==> config.mk <==
export PLATFORM = sky130hd
export DESIGN_NAME = ram_fifo_ctrl_flat
export DESIGN_NICKNAME = d
export VERILOG_FILES = /design/src/rtl/ram_fifo_ctrl_if.sv /design/src/rtl/ram_fifo_ctrl.sv /design/src/flat_wrapper.sv
export SDC_FILE = /design/constraint.sdc
export NUM_CORES = 1
export LEC_CHECK = 0
export CAP_MARGIN = 5
export CORE_ASPECT_RATIO = 0.9
export CORE_MARGIN = 5
export CORE_UTILIZATION = 44
export CTS_CLUSTER_SIZE = 24
export DETAILED_ROUTE_END_ITERATION = 10
export PLACE_DENSITY = 0.82
export SYNTH_ARGS = -nofsm -noshare
export SYNTH_HDL_FRONTEND = slang
export SYNTH_SLANG_ARGS = --single-unit
==> constraint.sdc <==
create_clock -name clk_i -period 2.1 [get_ports clk_i]
set_input_delay 0.21 -clock clk_i [delete_from_list [all_inputs] [get_ports clk_i]]
set_output_delay 0.21 -clock clk_i [all_outputs]
set_load 0.02 [all_outputs]
==> src/rtl/ram_fifo_ctrl_if.sv <==
// ram_fifo_ctrl_if: handshake and RAM-control bundle for the FIFO sequencer.
// master = upstream/consumer side (drives requests, sees flags and RAM drive),
// slave  = ram_fifo_ctrl itself.
interface ram_fifo_ctrl_if #(
  parameter int ADDR_W = 7
);
  // requests
  logic              flush_i;
  logic              push_i;
  logic              pop_i;
  // status
  logic              full_o;
  logic              empty_o;
  logic              almost_full_o;
  logic [ADDR_W:0]   count_o;
  logic              rd_valid_o;
  // RAM drive
  logic              ram_wr_en_o;
  logic [ADDR_W-1:0] ram_wr_addr_o;
  logic              ram_rd_en_o;
  logic [ADDR_W-1:0] ram_rd_addr_o;
  // sticky error flags
  logic              ovf_o;
  logic              udf_o;

  modport master (
    output flush_i, push_i, pop_i,
    input  full_o, empty_o, almost_full_o, count_o, rd_valid_o,
    input  ram_wr_en_o, ram_wr_addr_o, ram_rd_en_o, ram_rd_addr_o,
    input  ovf_o, udf_o
  );

  modport slave (
    input  flush_i, push_i, pop_i,
    output full_o, empty_o, almost_full_o, count_o, rd_valid_o,
    output ram_wr_en_o, ram_wr_addr_o, ram_rd_en_o, ram_rd_addr_o,
    output ovf_o, udf_o
  );
endinterface

==> src/rtl/ram_fifo_ctrl.sv <==
// ram_fifo_ctrl: control-only FIFO sequencer for a 2**ADDR_W x 8 simple
// dual-port RAM with 1-cycle read latency. Generates RAM enables/addresses,
// occupancy and flags; data never passes through this block.
// Optional macro RAM_FIFO_CTRL_ERR_STICKY_EN enables the sticky ovf_o/udf_o
// flags; without it both outputs are tied low.
module ram_fifo_ctrl #(
  parameter int ADDR_W    = 7,
  parameter int AF_THRESH = 120
) (
  input  logic            clk_i,
  input  logic            rst_i,
  ram_fifo_ctrl_if.slave  bus
);

  localparam logic [ADDR_W:0] AF_TH = (ADDR_W+1)'(AF_THRESH);
  localparam logic [ADDR_W:0] ONE   = (ADDR_W+1)'(1);

  // Pointers carry an extra wrap bit so full and empty are distinguishable.
  logic [ADDR_W:0] wr_ptr_q, wr_ptr_d;
  logic [ADDR_W:0] rd_ptr_q, rd_ptr_d;
  logic            rd_valid_q, rd_valid_d;

  logic            full, empty;
  logic [ADDR_W:0] count;
  logic            push_ok, pop_ok;

  assign count = wr_ptr_q - rd_ptr_q;
  assign empty = (wr_ptr_q == rd_ptr_q);
  assign full  = (wr_ptr_q[ADDR_W-1:0] == rd_ptr_q[ADDR_W-1:0]) &&
                 (wr_ptr_q[ADDR_W] != rd_ptr_q[ADDR_W]);

  // Push on full is dropped even with a concurrent pop, so the RAM never sees
  // a read and write to the same address; pop on empty never falls through.
  assign push_ok = bus.push_i & ~full  & ~bus.flush_i;
  assign pop_ok  = bus.pop_i  & ~empty & ~bus.flush_i;

  assign bus.full_o        = full;
  assign bus.empty_o       = empty;
  assign bus.count_o       = count;
  assign bus.almost_full_o = (count >= AF_TH);
  assign bus.rd_valid_o    = rd_valid_q;

  assign bus.ram_wr_en_o   = push_ok;
  assign bus.ram_wr_addr_o = wr_ptr_q[ADDR_W-1:0];
  assign bus.ram_rd_en_o   = pop_ok;
  assign bus.ram_rd_addr_o = rd_ptr_q[ADDR_W-1:0];

  // Next-state: flush clears everything, otherwise advance on accepted ops.
  always_comb begin
    wr_ptr_d   = wr_ptr_q;
    rd_ptr_d   = rd_ptr_q;
    rd_valid_d = pop_ok;
    if (bus.flush_i) begin
      wr_ptr_d   = '0;
      rd_ptr_d   = '0;
      rd_valid_d = 1'b0;
    end else begin
      if (push_ok) wr_ptr_d = wr_ptr_q + ONE;
      if (pop_ok)  rd_ptr_d = rd_ptr_q + ONE;
    end
  end

  // Pointer and read-valid registers; reset drops any in-flight read.
  always_ff @(posedge clk_i or posedge rst_i) begin
    if (rst_i) begin
      wr_ptr_q   <= '0;
      rd_ptr_q   <= '0;
      rd_valid_q <= 1'b0;
    end else begin
      wr_ptr_q   <= wr_ptr_d;
      rd_ptr_q   <= rd_ptr_d;
      rd_valid_q <= rd_valid_d;
    end
  end

`ifdef RAM_FIFO_CTRL_ERR_STICKY_EN
  logic ovf_q, ovf_d;
  logic udf_q, udf_d;

  // Error flags latch a dropped push/pop and hold until flush or reset.
  always_comb begin
    ovf_d = ovf_q | (bus.push_i & full  & ~bus.flush_i);
    udf_d = udf_q | (bus.pop_i  & empty & ~bus.flush_i);
    if (bus.flush_i) begin
      ovf_d = 1'b0;
      udf_d = 1'b0;
    end
  end

  // Sticky error flag registers.
  always_ff @(posedge clk_i or posedge rst_i) begin
    if (rst_i) begin
      ovf_q <= 1'b0;
      udf_q <= 1'b0;
    end else begin
      ovf_q <= ovf_d;
      udf_q <= udf_d;
    end
  end

  assign bus.ovf_o = ovf_q;
  assign bus.udf_o = udf_q;
`else
  assign bus.ovf_o = 1'b0;
  assign bus.udf_o = 1'b0;
`endif

endmodule

==> src/flat_wrapper.sv <==
// flat-port wrapper written by rule: the top's interface ports become plain ports
module ram_fifo_ctrl_flat 
#(
  parameter int ADDR_W    = 7,
  parameter int AF_THRESH = 120
)
  (clk_i, rst_i, bus_flush_i, bus_push_i, bus_pop_i, bus_full_o, bus_empty_o, bus_almost_full_o, bus_count_o, bus_rd_valid_o, bus_ram_wr_en_o, bus_ram_wr_addr_o, bus_ram_rd_en_o, bus_ram_rd_addr_o, bus_ovf_o, bus_udf_o);
  ram_fifo_ctrl_if #(.ADDR_W(ADDR_W)) bus_i ();
  input  logic clk_i;
  input  logic rst_i;
  input wire logic [$bits(bus_i.flush_i)-1:0] bus_flush_i;
  input wire logic [$bits(bus_i.push_i)-1:0] bus_push_i;
  input wire logic [$bits(bus_i.pop_i)-1:0] bus_pop_i;
  output wire logic [$bits(bus_i.full_o)-1:0] bus_full_o;
  output wire logic [$bits(bus_i.empty_o)-1:0] bus_empty_o;
  output wire logic [$bits(bus_i.almost_full_o)-1:0] bus_almost_full_o;
  output wire logic [$bits(bus_i.count_o)-1:0] bus_count_o;
  output wire logic [$bits(bus_i.rd_valid_o)-1:0] bus_rd_valid_o;
  output wire logic [$bits(bus_i.ram_wr_en_o)-1:0] bus_ram_wr_en_o;
  output wire logic [$bits(bus_i.ram_wr_addr_o)-1:0] bus_ram_wr_addr_o;
  output wire logic [$bits(bus_i.ram_rd_en_o)-1:0] bus_ram_rd_en_o;
  output wire logic [$bits(bus_i.ram_rd_addr_o)-1:0] bus_ram_rd_addr_o;
  output wire logic [$bits(bus_i.ovf_o)-1:0] bus_ovf_o;
  output wire logic [$bits(bus_i.udf_o)-1:0] bus_udf_o;
  assign bus_i.flush_i = bus_flush_i;
  assign bus_i.push_i = bus_push_i;
  assign bus_i.pop_i = bus_pop_i;
  assign bus_full_o = bus_i.full_o;
  assign bus_empty_o = bus_i.empty_o;
  assign bus_almost_full_o = bus_i.almost_full_o;
  assign bus_count_o = bus_i.count_o;
  assign bus_rd_valid_o = bus_i.rd_valid_o;
  assign bus_ram_wr_en_o = bus_i.ram_wr_en_o;
  assign bus_ram_wr_addr_o = bus_i.ram_wr_addr_o;
  assign bus_ram_rd_en_o = bus_i.ram_rd_en_o;
  assign bus_ram_rd_addr_o = bus_i.ram_rd_addr_o;
  assign bus_ovf_o = bus_i.ovf_o;
  assign bus_udf_o = bus_i.udf_o;
  ram_fifo_ctrl #(.ADDR_W(ADDR_W), .AF_THRESH(AF_THRESH)) u_core (.clk_i(clk_i), .rst_i(rst_i), .bus(bus_i));
endmodule
Word level (Yosys, flattened, before mapping)
Index checks and enable logic that the tools add are counted.
{ "classes": {"add_sub_neg": 3, "n_bitwise": 7, "mux": 5, "n_eq_ne": 3, "magnitude_cmp": 1, "n_reduce_logical": 3} }
{ "ops": {"columns": ["op", "n"], "rows": [
  ["$mux 8", 4],
  ["$add 8x1->8 const B", 2],
  ["$eq 8x8->1", 1],
  ["$ge 8x7->1 const B", 1],
  ["$sub 8x8->8", 1],
  ["$eq 7x7->1", 1],
  ["$and 1x1->1", 4],
  ["$reduce_bool 2->1", 2],
  ["$not 1->1", 3],
  ["$logic_and 1x1->1", 1],
  ["$mux 1", 1],
  ["$ne 1x1->1", 1]
]} }
{ "totals": {"ff_bits": 17, "elab_cells": 25, "output_inout_bits": 30, "in_bits": 5} }

Longest topological paths before layout
{ "depth": {"ltp_word": 7, "ltp_mapped": 9, "mapped_depth_nobuf": 9} }

Worst setup path after synthesis
Ideal clock, no wire load.
{ "synth_path": {"path_type": "reg-to-output", "start": "register u_core.wr_ptr_q[0]", "end": "output port bus_almost_full_o", "t_arrival_ns": 2.136, "path_slack_ns": -0.246, "t_required_ns": 1.890, "stages_incl_launch_ff": 10, "cell_sequence": "dfrtp_1 -> inv_1 -> ha_1 -> inv_1 -> fa_1 -> a21o_1 -> a21oi_1 -> xnor2_1 -> nand4_1 -> o22ai_2"} }
{ "synth_via": {"elab_chain_len": 2} }
{ "synth_rtl": {"columns": ["item", "line", "text"], "rows": [
  ["start, declared", "ram_fifo_ctrl.sv:19", "logic [ADDR_W:0] wr_ptr_q, wr_ptr_d;"],
  ["start signal, assigned", "ram_fifo_ctrl.sv:70", "wr_ptr_q <= wr_ptr_d;"],
  ["$sub 8x8->8", "ram_fifo_ctrl.sv:27", "assign count = wr_ptr_q - rd_ptr_q;"],
  ["net bus_count_o[4]", "flat_wrapper.sv:17", "output wire logic [$bits(bus_i.count_o)-1:0] bus_count_o;"],
  ["$ge 8x7->1", "ram_fifo_ctrl.sv:40", "assign bus.almost_full_o = (count >= AF_TH);"],
  ["end, declared", "flat_wrapper.sv:16", "output wire logic [$bits(bus_i.almost_full_o)-1:0] bus_almost_full_o;"]
]} }
The timed path passes the listed nets, and every way through them passes these cells.

Worst setup path in the final report
{ "layout_path": {"start": "register u_core.wr_ptr_q[0]", "end": "output port bus_almost_full_o"} }
{ "layout_via": {"elab_chain_len": 2} }
{ "layout_rtl": {"columns": ["item", "line"], "rows": [
  ["$sub 8x8->8", "ram_fifo_ctrl.sv:27"],
  ["$ge 8x7->1", "ram_fifo_ctrl.sv:40"]
]} }
Every way passes these cells.

==> summary.md <==
| Metric | Value |
|---|---|
| DRT iter0 DRCs | `66` |
| First-pass GRT wire length | `6910 um` |
| Post-synthesis sequential area ratio | `0.304` |
| Critical path fanouts, max | `2` |
| H-tree depth | `1` |
| Slew Limit Fails | `0` |
| # diodes | `0` |
| FP Rows | `19` |
| DRC | `0` |
| Met3 usage | `0.0477` |
| Die Footprint | `4410 um2` |
| Status | `finished, violations left` |
| Buf/Inv on CP | `4` |
| Type of origin of the critical path | `register` |
| Delay-heaviest family, CP | `compound AO/OA/AOI/OAI gates` |
| Synthesized area | `1400 um2` |
| Final Power | `1.42 mW` |
| Post-Synth Simple-Gate Area | `0.183` |
| Post-synth top area cell | `dfrtp_1` |
| Post-layout nets | `236` |
| Crit path largest cell delay | `410 ps` |
| #FFs+latches synth | `17` |
| Die Y | `63.5 um` |
| Final setup viols | `6` |
| CP Capture Point | `bus_almost_full_o` |
| Rel. slew slack | `0.532` |
| Worst Hold Class | `in2async` |
| GPL Wtd Cong | `0.934` |
| Number of flops mapped to enable cells by yosys | `0` |
| Grt ovf | `0` |
| Top-area cell type share of the netlist area | `0.304` |
| Crit path arrival time | `2400 ps` |
| Met1 usage in global routing | `0.228` |
| Fmax | `383 MHz` |
| Hold_buf cts | `0` |
| Leakage power | `1.01 nW` |
| Hold violation count in the final report | `0` |
| Core Util, Final | `0.721` |
| M2 GR Usage | `0.370` |
| Max Buffers Root-to-Sink | `2` |
| Initial antenna violation count | `0` |
| Adder-cell share of the synthesized area | `0.0947` |
| Total Routing Usage GR | `0.196` |
| Clock slew at reported path FFs | `100 ps` |
| I/O pin count | `35` |
| Mux contribution to synthesized area | `0.00715` |
| Actual slew at the worst max-slew pin | `701 ps` |
| Synthesized instance count | `155` |
| Fin crit share | `1.24` |
| Crit Reg-Reg Startpoint | `u_core.rd_ptr_q[2]` |
| CTS tree | `done` |
| Detailed-route vias per instance | `5.20` |
| Ranking of synthesized cells by area | `dfrtp_1 30%, buf_4 8.6%, ha_1 8.0%` |
| Post-synth top cells | `21 x nor2_1, 17 x dfrtp_1, 16 x buf_4, 14 x inv_1` |
| Crit path time final | `2610 ps` |
| Synth Area in Compound Gates | `0.147` |
| Routed wire length | `4350 um` |
| Gr busiest metal | `met2` |
| Layout Skew | `1.29 ps` |
| Pin count of the biggest net entering global routing | `18` |
| RSZ-0062 raised after global routing | `true` |
| Antenna Violating Nets Remaining | `0` |
| Max-Cap Viols | `0` |
| DP HPWL | `3050 um` |
| CP Launch Point | `u_core.wr_ptr_q[0]` |
| Most frequent cell after synthesis | `nor2_1` |
| Power density cells | `643 nW/um2` |
| Placed Instances | `249` |
| TritonRoute pass-1 iters | `4` |
| Failing checks | `negative setup slack` |
| WP data required | `1890 ps` |
| Share of post-route cells with drive strength above 1 | `0.464` |
| Top cell by count, worst path | `inv_2` |
| Worst-path cell chain | `inv_2 > ha_4 > inv_2 > fa_2 > buf_4 > a21o_1 > a21oi_2 > xnor2_2 > nand4_1 > o22ai_4 > buf_6` |
| Post-route setup slack | `-510 ps` |
| Finished Layout Cells | `262` |
| Core footprint | `3070 um2` |
| Die Wd | `69.5 um` |
| Xor/xnor share of the synthesized area | `0.124` |
| Yosys warns | `0` |
| Input/output buffers | `32` |
| Drt wl/cell | `16.6 um` |
| Root buf cell | `clkbuf_4` |
| Worst VDD drop | `0.000432 V` |
| Worst path depth | `11` |
| Worst-skew pair later-pin latency | `300 ps` |
| Initial Util | `0.457` |
| Slowest CP cell | `dfrtp_1` |
| Reg-to-Reg End | `u_core.wr_ptr_q[3]` |
| FF-to-FF setup slack | `120 ps` |
| Post-route cell area | `2210 um2` |
| Num CTS Buffers | `3` |
| CTS sink count | `17` |
| DR vias | `1362` |
| Avg Cell Area, Syn | `9.03 um2` |
| R2R cell count | `9` |
| Vias in the first global route | `1454` |
| Asr flop ratio synth | `1.00` |
| Layout Area Growth over Synthesis | `57.9%` |
| Dpl cell area | `1950 um2` |
| Largest family of logic cells by synthesized area | `simple AND/OR/NAND/NOR gates` |
| Main synth FF type | `dfrtp_1` |
| Pre-CTS setup slack | `-636 ps` |
| Post-synth cell types | `41` |
| CP Capture Type | `output pin` |
| Setup CP Type | `reg2out` |
==> metal layers <==
layer	vias to the layer above	routed length, um
li1	643	-
met1	663	1770
met2	49	2330
met3	7	223
met4	0	34
met5	-	0
==> flip-flops by register name, summed over array words and instances (netlist names) <==
| register | flops |
|---|---|
| u_core.rd_ptr_q | 8 |
| u_core.bus.rd_valid_o | 1 |
| u_core.wr_ptr_q | 8 |
==> metrics by stage <==
stage | setup TNS (ps) | hold WS (ps)
global placement | -2380 | 615
finish | -1560 | 314
detailed placement | -2950 | 624
global route | -2140 | 359
floorplan | -116 | 136
CTS | -1390 | 329
==> worst reg2reg max path, stage by stage, from the launching register on <==
cell     delay, ps
dfrtp_1        400
inv_2           90
ha_4           220
buf_4          130
and3_2         200
buf_4          170
a31oi_4        270
nand4_1        160
xor2_1         180
nor2_1          70
==> logic make-up after synthesis <==
kind of cell,count (synthesis)
AOI/OAI and AO/OA,23
xor gates and xnor gates,19
adders and majority gates,10
buffers and inverters,33
DFF,17
muxes,1
other,1
and+or+nand+nor,51
==> worst min-delay path by stage <==
stage	slack (ps)	to	depth (start not counted)	startpoint
floorplan	140	u_core.bus.rd_valid_o	1	rst_i
global placement	610	u_core.wr_ptr_q[7]	2	u_core.wr_ptr_q[7]
detailed placement	620	u_core.rd_ptr_q[7]	2	u_core.rd_ptr_q[7]
CTS	330	u_core.rd_ptr_q[7]	2	rst_i
global route	360	u_core.wr_ptr_q[5]	2	rst_i
finish	310	u_core.wr_ptr_q[4]	2	rst_i
==> placed cells by master (no fill, tap or decap), drive strengths merged, types with 2 or more instances in the layout <==
cell,instances
a21o,3
a21oi,4
a31oi,5
and3,2
and4,2
buf,58
clkbuf,4
clkdlybuf4s50,20
conb,2
dfrtp,17
ha,9
inv,14
nand2,5
nand3,5
nand4,8
nor2,21
nor2b,2
nor3,2
o21ai,3
or3,2
xnor2,9
xor2,10
==> what timing repair did <==
item / 4_1_cts / 5_1_grt
setup buffers: 5 / 4
setup endpoints to repair: 12 / 13
pin swaps: 12 / 8
gates resized for setup: 84 / 19
==> power breakdown <==
group | total, mW | internal [mW] | leakage [nW] | switching, mW
clock | 0.182 | 0.0741 | 0.0150 | 0.108
sequential | 0.356 | 0.342 | 0.233 | 0.0142
combinational | 0.883 | 0.450 | 0.763 | 0.433
total | 1.42 | 0.866 | 1.01 | 0.555
==> cell type report <==
type                            instances  area, um2
Multi-Input combinational cell        106        983
Timing Repair Buffer                   79        669
Sequential cell                        17        427
Inverter                               14       52.6
Clock buffer                            4       26.3
Fill cell                             215        856
Tap cell                               42       52.6
No activity file was read; power rests on OpenSTA's default activity.
